**config.mk**
```make
export PLATFORM = sky130hd
export DESIGN_NAME = nanov_fetch
export DESIGN_NICKNAME = d
export VERILOG_FILES = /design/src/rtl/nanov_fetch_pkg.sv /design/src/rtl/nanov_fetch_buffer.sv /design/src/rtl/nanov_fetch.sv
export SDC_FILE = /design/constraint.sdc
export NUM_CORES = 1
export LEC_CHECK = 0
export ABC_AREA = 1
export ABC_CLOCK_PERIOD_IN_PS = 6900
export CAP_MARGIN = 20
export CORE_ASPECT_RATIO = 1.4
export CORE_MARGIN = 2
export CORE_UTILIZATION = 32
export CTS_CLUSTER_SIZE = 24
export DETAILED_ROUTE_END_ITERATION = 8
export RECOVER_POWER = 100
export SYNTH_ARGS = -nofsm -noshare
export SYNTH_HDL_FRONTEND = slang
export SYNTH_SLANG_ARGS = --single-unit
export TNS_END_PERCENT = 10
```
**constraint.sdc**
```tcl
create_clock -name clk -period 6.9 [get_ports clk]
set_clock_uncertainty 0.1 [all_clocks]
set_input_delay 0.69 -clock clk [delete_from_list [all_inputs] [get_ports clk]]
set_output_delay 0.69 -clock clk [all_outputs]
set_load 0.05 [all_outputs]
```
**src/rtl/nanov_fetch_pkg.sv**
```systemverilog
// Shared definitions for the nanoV instruction fetch unit: widths, SPI constants,
// sequencer states and the serial-bit to shadow-bit mapping.
package nanov_fetch_pkg;

    localparam int unsigned ADDR_W  = 24;
    localparam int unsigned INSTR_W = 32;
    localparam int unsigned CNT_W   = 5;
    localparam int unsigned CYC_W   = 3;

    localparam logic [7:0]         SPI_READ_CMD    = 8'h03;
    localparam logic [INSTR_W-1:0] NOP_INSTR       = 32'h00000013;
    localparam logic [ADDR_W-1:0]  WORD_ALIGN_MASK = 24'hFFFFFC;

    localparam logic [CNT_W-1:0] CMD_LAST  = 5'd7;
    localparam logic [CNT_W-1:0] ADDR_LAST = 5'd23;
    localparam logic [CNT_W-1:0] DATA_LAST = 5'd31;

    typedef enum logic [2:0] {
        ST_IDLE,
        ST_CMD,
        ST_ADDR,
        ST_DATA,
        ST_PAUSE
    } fetch_state_e;

    // Serial bit k lands in byte k/8, MSB first within the byte (little-endian word).
    function automatic logic [CNT_W-1:0] shadow_idx(input logic [CNT_W-1:0] k);
        return {k[4:3], ~k[2:0]};
    endfunction

endpackage

```
**src/rtl/nanov_fetch_buffer.sv**
```systemverilog
// One-word shadow register filled a bit at a time from the flash, with a full flag.
// word_c presents the word including the bit being written this cycle.
module nanov_fetch_buffer
    import nanov_fetch_pkg::*;
(
    input  logic               clk,
    input  logic               rstn,
    input  logic               clear,
    input  logic               wr_en,
    input  logic [CNT_W-1:0]   wr_idx,
    input  logic               wr_bit,
    input  logic               take,
    output logic               full,
    output logic [INSTR_W-1:0] word_c
);

    logic [INSTR_W-1:0] shadow;
    logic               last_c;

    always_comb begin
        word_c = shadow;
        if (wr_en) begin
            word_c[shadow_idx(wr_idx)] = wr_bit;
        end
    end

    assign last_c = wr_en && (wr_idx == DATA_LAST);

    // A word completing on the same edge it is taken never shows as full.
    always_ff @(posedge clk or negedge rstn) begin
        if (!rstn) begin
            shadow <= '0;
            full   <= 1'b0;
        end else begin
            shadow <= word_c;
            if (clear || take) begin
                full <= 1'b0;
            end else if (last_c) begin
                full <= 1'b1;
            end
        end
    end

endmodule

```
**src/rtl/nanov_fetch.sv**
```systemverilog
// nanoV instruction fetch: streams words from SPI flash (read command 0x03) and
// presents them to a bit-serial core, one 32-clock pass per instruction cycle.
module nanov_fetch
    import nanov_fetch_pkg::*;
#(
    parameter logic [ADDR_W-1:0] RESET_ADDR = 24'h000000
) (
    input  logic               clk,
    input  logic               rstn,
    input  logic               spi_miso,
    output logic               spi_mosi,
    output logic               spi_cs_n,
    output logic               spi_clk_en,
    input  logic               branch,
    input  logic [ADDR_W-1:0]  branch_addr,
    input  logic               next_cycle,
    output logic [INSTR_W-1:0] instr,
    output logic               instr_valid,
    output logic [CNT_W-1:0]   counter,
    output logic [CYC_W-1:0]   cycle,
    output logic [ADDR_W-1:0]  pc
);

    fetch_state_e       state;
    fetch_state_e       state_nx;
    logic [CNT_W-1:0]   bit_cnt;
    logic [CNT_W-1:0]   bit_nx;
    logic [ADDR_W-1:0]  fetch_addr;
    logic [ADDR_W-1:0]  fetch_addr_nx;
    logic               mosi_nx;

    logic               wrap_c;
    logic               redirect_c;
    logic               hold_c;
    logic               wr_en_c;
    logic               last_bit_c;
    logic               ready_c;
    logic               drain_c;
    logic               buf_full;
    logic [INSTR_W-1:0] buf_word_c;

    assign wrap_c     = instr_valid && (counter == DATA_LAST);
    assign redirect_c = wrap_c && branch;
    assign hold_c     = wrap_c && !branch && next_cycle;
    assign wr_en_c    = (state == ST_DATA);
    assign last_bit_c = wr_en_c && (bit_cnt == DATA_LAST);
    assign ready_c    = buf_full || last_bit_c;
    // While running, a word is consumed only at a pass end; when idle, as soon as it is full.
    assign drain_c    = instr_valid ? (wrap_c && !branch && !next_cycle && ready_c) : buf_full;

    nanov_fetch_buffer u_buffer (
        .clk    (clk),
        .rstn   (rstn),
        .clear  (redirect_c),
        .wr_en  (wr_en_c),
        .wr_idx (bit_cnt),
        .wr_bit (spi_miso),
        .take   (drain_c),
        .full   (buf_full),
        .word_c (buf_word_c)
    );

    // Sequencer next state, bit index and fetch address.
    always_comb begin
        state_nx      = state;
        bit_nx        = bit_cnt;
        fetch_addr_nx = fetch_addr;
        case (state)
            ST_IDLE: begin
                state_nx = ST_CMD;
                bit_nx   = '0;
            end
            ST_CMD: begin
                if (bit_cnt == CMD_LAST) begin
                    state_nx = ST_ADDR;
                    bit_nx   = '0;
                end else begin
                    bit_nx = bit_cnt + CNT_W'(1);
                end
            end
            ST_ADDR: begin
                if (bit_cnt == ADDR_LAST) begin
                    state_nx = ST_DATA;
                    bit_nx   = '0;
                end else begin
                    bit_nx = bit_cnt + CNT_W'(1);
                end
            end
            ST_DATA: begin
                bit_nx = bit_cnt + CNT_W'(1);
                if (last_bit_c) begin
                    fetch_addr_nx = fetch_addr + ADDR_W'(4);
                    if (!drain_c) begin
                        state_nx = ST_PAUSE;
                    end
                end
            end
            ST_PAUSE: begin
                if (drain_c) begin
                    state_nx = ST_DATA;
                end
            end
            default: begin
                state_nx = ST_IDLE;
                bit_nx   = '0;
            end
        endcase
        if (redirect_c) begin
            state_nx      = ST_IDLE;
            bit_nx        = '0;
            fetch_addr_nx = branch_addr & WORD_ALIGN_MASK;
        end
    end

    always_comb begin
        mosi_nx = 1'b0;
        if (state_nx == ST_CMD) begin
            mosi_nx = SPI_READ_CMD[3'd7 - bit_nx[2:0]];
        end else if (state_nx == ST_ADDR) begin
            mosi_nx = fetch_addr_nx[CNT_W'(ADDR_W - 1) - bit_nx];
        end
    end

    // SPI pins are registered from the next state so they change with the state.
    always_ff @(posedge clk or negedge rstn) begin
        if (!rstn) begin
            state      <= ST_IDLE;
            bit_cnt    <= '0;
            fetch_addr <= RESET_ADDR;
            spi_cs_n   <= 1'b1;
            spi_clk_en <= 1'b0;
            spi_mosi   <= 1'b0;
        end else begin
            state      <= state_nx;
            bit_cnt    <= bit_nx;
            fetch_addr <= fetch_addr_nx;
            spi_cs_n   <= (state_nx == ST_IDLE);
            spi_clk_en <= (state_nx == ST_CMD) || (state_nx == ST_ADDR) || (state_nx == ST_DATA);
            spi_mosi   <= mosi_nx;
        end
    end

    // Core-facing instruction, pass counters and program counter.
    always_ff @(posedge clk or negedge rstn) begin
        if (!rstn) begin
            instr       <= NOP_INSTR;
            instr_valid <= 1'b0;
            counter     <= '0;
            cycle       <= '0;
            pc          <= RESET_ADDR;
        end else begin
            if (instr_valid) begin
                counter <= counter + CNT_W'(1);
            end
            if (redirect_c) begin
                instr_valid <= 1'b0;
                pc          <= branch_addr & WORD_ALIGN_MASK;
            end else if (hold_c) begin
                cycle <= cycle + CYC_W'(1);
            end else if (drain_c) begin
                instr       <= buf_word_c;
                instr_valid <= 1'b1;
                counter     <= '0;
                cycle       <= '0;
                if (instr_valid) begin
                    pc <= pc + ADDR_W'(4);
                end
            end else if (wrap_c) begin
                instr_valid <= 1'b0;
                pc          <= pc + ADDR_W'(4);
            end
        end
    end

endmodule

```
==> flow_summary.toml <==
[timing]
worst_slew_pin_slew_ns = 3.34
finalSetupTns_ns = 0
period_minus_slack_ns = 4.53
hold_ws_ns = 0.363
slew_headroom = -1.23
max_freq_mhz = 221
finalSetupViolCount = 0
rsz0062_at_grt = "no"
final.period_utilization = 0.656
finalHoldViolations = 0
finalMaxSlewViolations = 106

[clocking]
ctsLongestPathBuffers = 2
clkSinkCount = 131
root_buffer = "clkbuf_16"
cts_tree = "done"
postCtsSetupBuffers = 0
cts_made_buffers = 17
clk_latency_ns = 0.43
cts_resized = 0
h-tree-depth = 4
cts.clk_slew.worst_paths_ns = 0.06
ctsHoldBuffers = 0

[logic_synthesis]
synth_cell_types = 53
ys_warn_count = 0
ys_seq_area_frac = 0.463
synth_area_sq_um = 7080
syn_inst = 941
synth_ff_type = "dfrtp_1"
synth_edf_count = 0
syn_area_per_cell_sq_um = 7.53
ys_ff_latch = 131
ys_async_sr_fraction = 1.00

[detailed_routing]
drt-wirelength-per-cell_microns = 13.4
vias = 6162
drc = 0
antenna_left = 0
first_iter_violations = 300
drt_pass1_iterations = 5
vias_per_cell = 4.61
wl_microns = 18000

[placement]
place_congestion = 0.826
portBuffers = 92
dp_hpwl_microns = 12600

[grt]
grt_first_pass_wirelength_microns = 29800
grt_max_degree = 75
antenna_found_initial = 0
grt_pass1_vias = 5978
grt.total_usage = 0.160
grt_remaining_overflow = 0

[power]
power.internal_mw = 1.79
power_density_nw_per_um2 = 352
p_seq_frac = 0.351
swShare = 0.418
p_switching_mw = 1.29
combPwrFrac = 0.356
clkPwrFrac = 0.293
power.leakage_nw = 4.34
vdd_drop_max_mv = 0.214

[critical_path]
crit_path_top_delay_cell = "clkbuf_1"
worstPathArrival_ns = 4.75
required_ns = 7.12
crit_chain = "ha_1, nand2_1, nor2_1, ha_1, inv_1, nor2_1, or2_2, nand2_1, inv_1, clkbuf_1, nor2_1, a22o_1"
end_kind = "flop"
cp.buffers_inverters = 3
critPathLaunchType = "flop"
critPathMaxStageDelay_ns = 1.06
path_common_cell = "nor2_1"
worst_path_dominant_cell_family = "simple AND/OR/NAND/NOR gates"
path_class = "reg2reg"
path_max_fanout = 46

[floorplan]
die-area_sq_um = 23400
die_w_microns = 130
die_h_microns = 180
io_pins = 97
rows = 64
coreArea_sq_um = 21800
start_util = 0.325

[layout]
fillers = 2300
antenna_cells = 0
area_growth_pct = 23.5
layout.nets = 1067
layout-drive-gt1-share = 0.0720

[job]
cap_viol_max_count = 2

[min_path]
hp-class = "reg2reg"

[outcome]
violations = "max-capacitance violations, max-slew violations"
status = "finished with violations"
-- worst register-to-register path: cells and delay by family (launching register included) --
kind | cells | cell delay, ns
buffers and inverters | 3 | 1.35
and+or+nand+nor | 6 | 1.81
DFF | 1 | 0.43
adders and majority gates | 2 | 0.49
AOI/OAI and AO/OA | 1 | 0.24
-- layout by cell type, fill, tap and decap left out, types with 3 or more instances in the layout --
cell             netlist  final
a21oi_1               41     42
a22oi_1                4      4
clkbuf_16              0     17
clkdlybuf4s50_1        0     24
clkinv_4               1      4
clkinvlp_4             0      3
dfrtp_1              127    127
dfstp_2                4      4
dlygate4sd3_1          0     67
ha_1                  10     10
inv_1                 94     95
inv_2                  5      4
inv_6                  0      6
nand2_1              304    308
nand2_2                5      3
nand3_1               77     76
nand3_2                9     10
nand4_1               11     11
nor2_1               105    107
nor2_2                 6      5
nor3_1                 9      9
o21ai_0               47     51
o21ai_1                7      4
or2_2                  4      5
xor2_1                 7      7
-- layout make-up --
class                           count  area, sq um  area share
Sequential cell                   131         3280       0.375
Multi-Input combinational cell    681         3190       0.365
Timing Repair Buffer               95          933       0.107
Clock buffer                       18          439      0.0502
Inverter                          102          392      0.0447
Tap cell                          297          372      0.0425
Clock inverter                     14          143      0.0163
-- synthesized netlist by cell type (2+ instances only) --
| library cell | n | area share |
|---|---|---|
| nand2_2 | 5 | 0.0044 |
| dfstp_2 | 4 | 0.015 |
| xor2_1 | 7 | 0.0087 |
| nand4_1 | 11 | 0.0097 |
| nor2_4 | 3 | 0.0048 |
| nand3_1 | 77 | 0.054 |
| buf_6 | 5 | 0.0079 |
| a21oi_1 | 41 | 0.029 |
| o21ai_1 | 7 | 0.0049 |
| o21bai_1 | 2 | 0.0021 |
| o21ai_0 | 47 | 0.033 |
| inv_2 | 5 | 0.0026 |
| ha_1 | 10 | 0.018 |
| clkbuf_8 | 2 | 0.0039 |
| dfrtp_1 | 127 | 0.45 |
| nand3_2 | 9 | 0.013 |
| nor2_1 | 105 | 0.056 |
| o21a_1 | 2 | 0.0021 |
| nor2_2 | 6 | 0.0053 |
| nand2_4 | 3 | 0.0048 |
| nand2_1 | 304 | 0.16 |
| o22ai_1 | 2 | 0.0018 |
| buf_2 | 4 | 0.0028 |
| inv_1 | 94 | 0.050 |
| nor3_1 | 9 | 0.0064 |
| and3_1 | 2 | 0.0018 |
| a31oi_1 | 2 | 0.0018 |
| a22oi_1 | 4 | 0.0042 |
| buf_4 | 3 | 0.0032 |
| or2_2 | 4 | 0.0035 |
| clkbuf_1 | 13 | 0.0069 |
-- registers in the layout (all words and copies together), names as in the netlist --
name,flops
counter,5
instr,32
pc,22
spi_mosi,1
spi_clk_en,1
fetch_addr,24
bit_cnt,5
cycle,3
u_buffer.full,1
state,3
instr_valid,1
spi_cs_n,1
u_buffer.shadow,32
-- worst paths after layout --
check	startpoint	end	slack, ns	cells after the start
worst max-delay path	bit_cnt[0]$_DFF_PN0_	cycle[1]$_DFFE_PN0P_	2.37	12
worst min-delay path	instr[1]$_DFFE_PN1P_	instr[1]$_DFFE_PN1P_	0.36	2
worst max register to register	bit_cnt[0]$_DFF_PN0_	cycle[1]$_DFFE_PN0P_	2.37	12
worst min register to register	instr[1]$_DFFE_PN1P_	instr[1]$_DFFE_PN1P_	0.36	2
max in group asynchronous	rstn	bit_cnt[2]$_DFF_PN0_	3.09	2
min in group asynchronous	rstn	counter[0]$_DFF_PN0_	1.29	1
-- power by group through the flow --
stage	sequential (mW)	combinational (mW)	clock, mW
after detailed placement	1.09	1.14	0
after global routing	1.11	1.23	0.944
after CTS	1.08	1.14	0.914
after floorplan	1.23	0.668	0
after global placement	1.09	1.13	0
final	1.08	1.10	0.901
-- metrics by stage --
stage / instance area (sq um) / utilization / setup WS [ns] / cells / power [mW]
finish: 8750 / 0.402 / 2.37 / 1338 / 3.08
global route: 8750 / 0.402 / 1.90 / 1338 / 3.28
CTS: 8810 / 0.405 / 3.59 / 1338 / 3.14
detailed placement: 8230 / 0.378 / 3.42 / 1306 / 2.23
global placement: 8230 / 0.378 / 3.45 / 1306 / 2.22
floorplan: 7090 / - / 4.33 / 942 / 1.90
-- kinds of logic (layout without fill, tap and decap cells) --
kind of cell	after synthesis	in the layout	synth area share
buf+inv	130	229	0.0807
compound gates	117	117	0.0933
fa+ha+maj	10	10	0.0177
xor+xnor	8	8	0.00989
flops	131	131	0.463
other cells	1	2	0.000529
simple gates	543	543	0.333
mux	1	1	0.00141
-- routing by layer --
layer | vias up | GRT usage | part of all wire
met5 | - | 0 | 0
met4 | 0 | 0.0512 | 0.016
met1 | 2850 | 0.195 | 0.43
met3 | 24 | 0.0273 | 0.031
li1 | 3182 | - | -
met2 | 106 | 0.285 | 0.52
(Power assumes the default switching activity.)
==> edit, RTL diff (same flow settings) <==
The 5 states of `fetch_state_e` get a one-hot encoding in 5 bits.
--- a/src/rtl/nanov_fetch_pkg.sv
+++ b/src/rtl/nanov_fetch_pkg.sv
@@ -17,8 +17,8 @@
 
-    typedef enum logic [2:0] {
-        ST_IDLE,
-        ST_CMD,
-        ST_ADDR,
-        ST_DATA,
-        ST_PAUSE
+    typedef enum logic [4:0] {
+        ST_IDLE  = 5'b00001,
+        ST_CMD   = 5'b00010,
+        ST_ADDR  = 5'b00100,
+        ST_DATA  = 5'b01000,
+        ST_PAUSE = 5'b10000
     } fetch_state_e;
Behaviour: same outputs for any inputs over 10 cycles, from zero or initial values and one cycle with rstn low; not proved beyond that.
==> edit against the unedited design <==
Sequential cell count up 2. Routed wire length up 6.3%. The flow still finishes with violations (max-capacitance violations, max-slew violations). Cell area up 1.3%. Power up 18%. Worst setup slack worse by 0.33 ns. Sequential power up 9%. Synthesized area up 0.60%. Synthesized cell count down 0.32%.
==> edit: results (changes against the unedited design) <==
* Netlist cell types at 49 (-7.5%)
* Synth Area in Adders at 1.76% (-0.011 points)
* Failing checks: max-capacitance violations, max-slew violations
* Clock network share of area at 7.25% (+0.60 points)
* Vias in the first global route at 6,359 (+6.4%)
* R2R setup slack at 2.04 ns (-0.33 ns)
* Comb pwr share at 40.7% (+5.1 points)
* Non-clk buf share at 10.5% (-0.18 points)
* Inverters at 91 (-11%)
* Multiplexer share of the synthesized area at 0% (-0.14 points)
* Worst R2R Path Depth at 14 (+2)
* CP top delay family: buffers and inverters
* Status: finished, violations left
* GR Util met2 at 28.8% (+0.31 points)
* First-pass GRT wire length at 31,300 um (+5.2%)
* Max_cap viols at 2 (unchanged)
* Internal power at 2.08 mW (+16%)
* Multi-input gates at 686 (+0.73%)
* Pins Over Slew Limit at 104 (-1.9%)
* Peak VDD IR at 0.229 mV (+7.1%)
* Share of layout cells above drive strength 1 at 6.85% (-0.36 points)
* Worst-path fanout max at 36 (-22%)
* Metal1 wirelength at 8170 um (+5.1%)
* Nets@finish at 1,063 (-0.37%)
* Synth top cells by count: nand2_1, dfrtp_1, nor2_1, inv_1, nand3_1
* Comb pwr at 1.48 mW (+35%)
* Met1 Track Usage GR at 20.6% (+1.1 points)
==> edit: changes by cell type after synthesis, moves of 7 or more <==
cell / before / now
o21ai_0: 47 / 29
a31oi_1: 2 / 11
inv_1: 94 / 84
nand3_2: 9 / 2
a21oi_1: 41 / 48
nand2_1: 304 / 314
==> edit: worst max path at each step <==
stage	startpoint	end	slack, ns	cells past startpoint
detailed placement	branch	spi_mosi	2.98	15
floorplan	counter[1]	pc[12]	4.24	14
global placement	branch	spi_mosi	2.98	13
global route	bit_cnt[0]	pc[11]	1.61	14
CTS	counter[1]	spi_mosi	3.27	15
finish	bit_cnt[0]	pc[16]	2.04	14
==> edit: cell families (layout without fill, tap and decap cells) <==
group / count (synthesis) / count (layout)
AO/OA/AOI/OAI: 125 / 125
AND/OR/NAND/NOR: 540 / 540
adder cells (fa/ha/maj): 10 / 10
flip-flops: 133 / 133
other: 1 / 2
XOR/XNOR: 9 / 9
buffers and inverters: 120 / 218
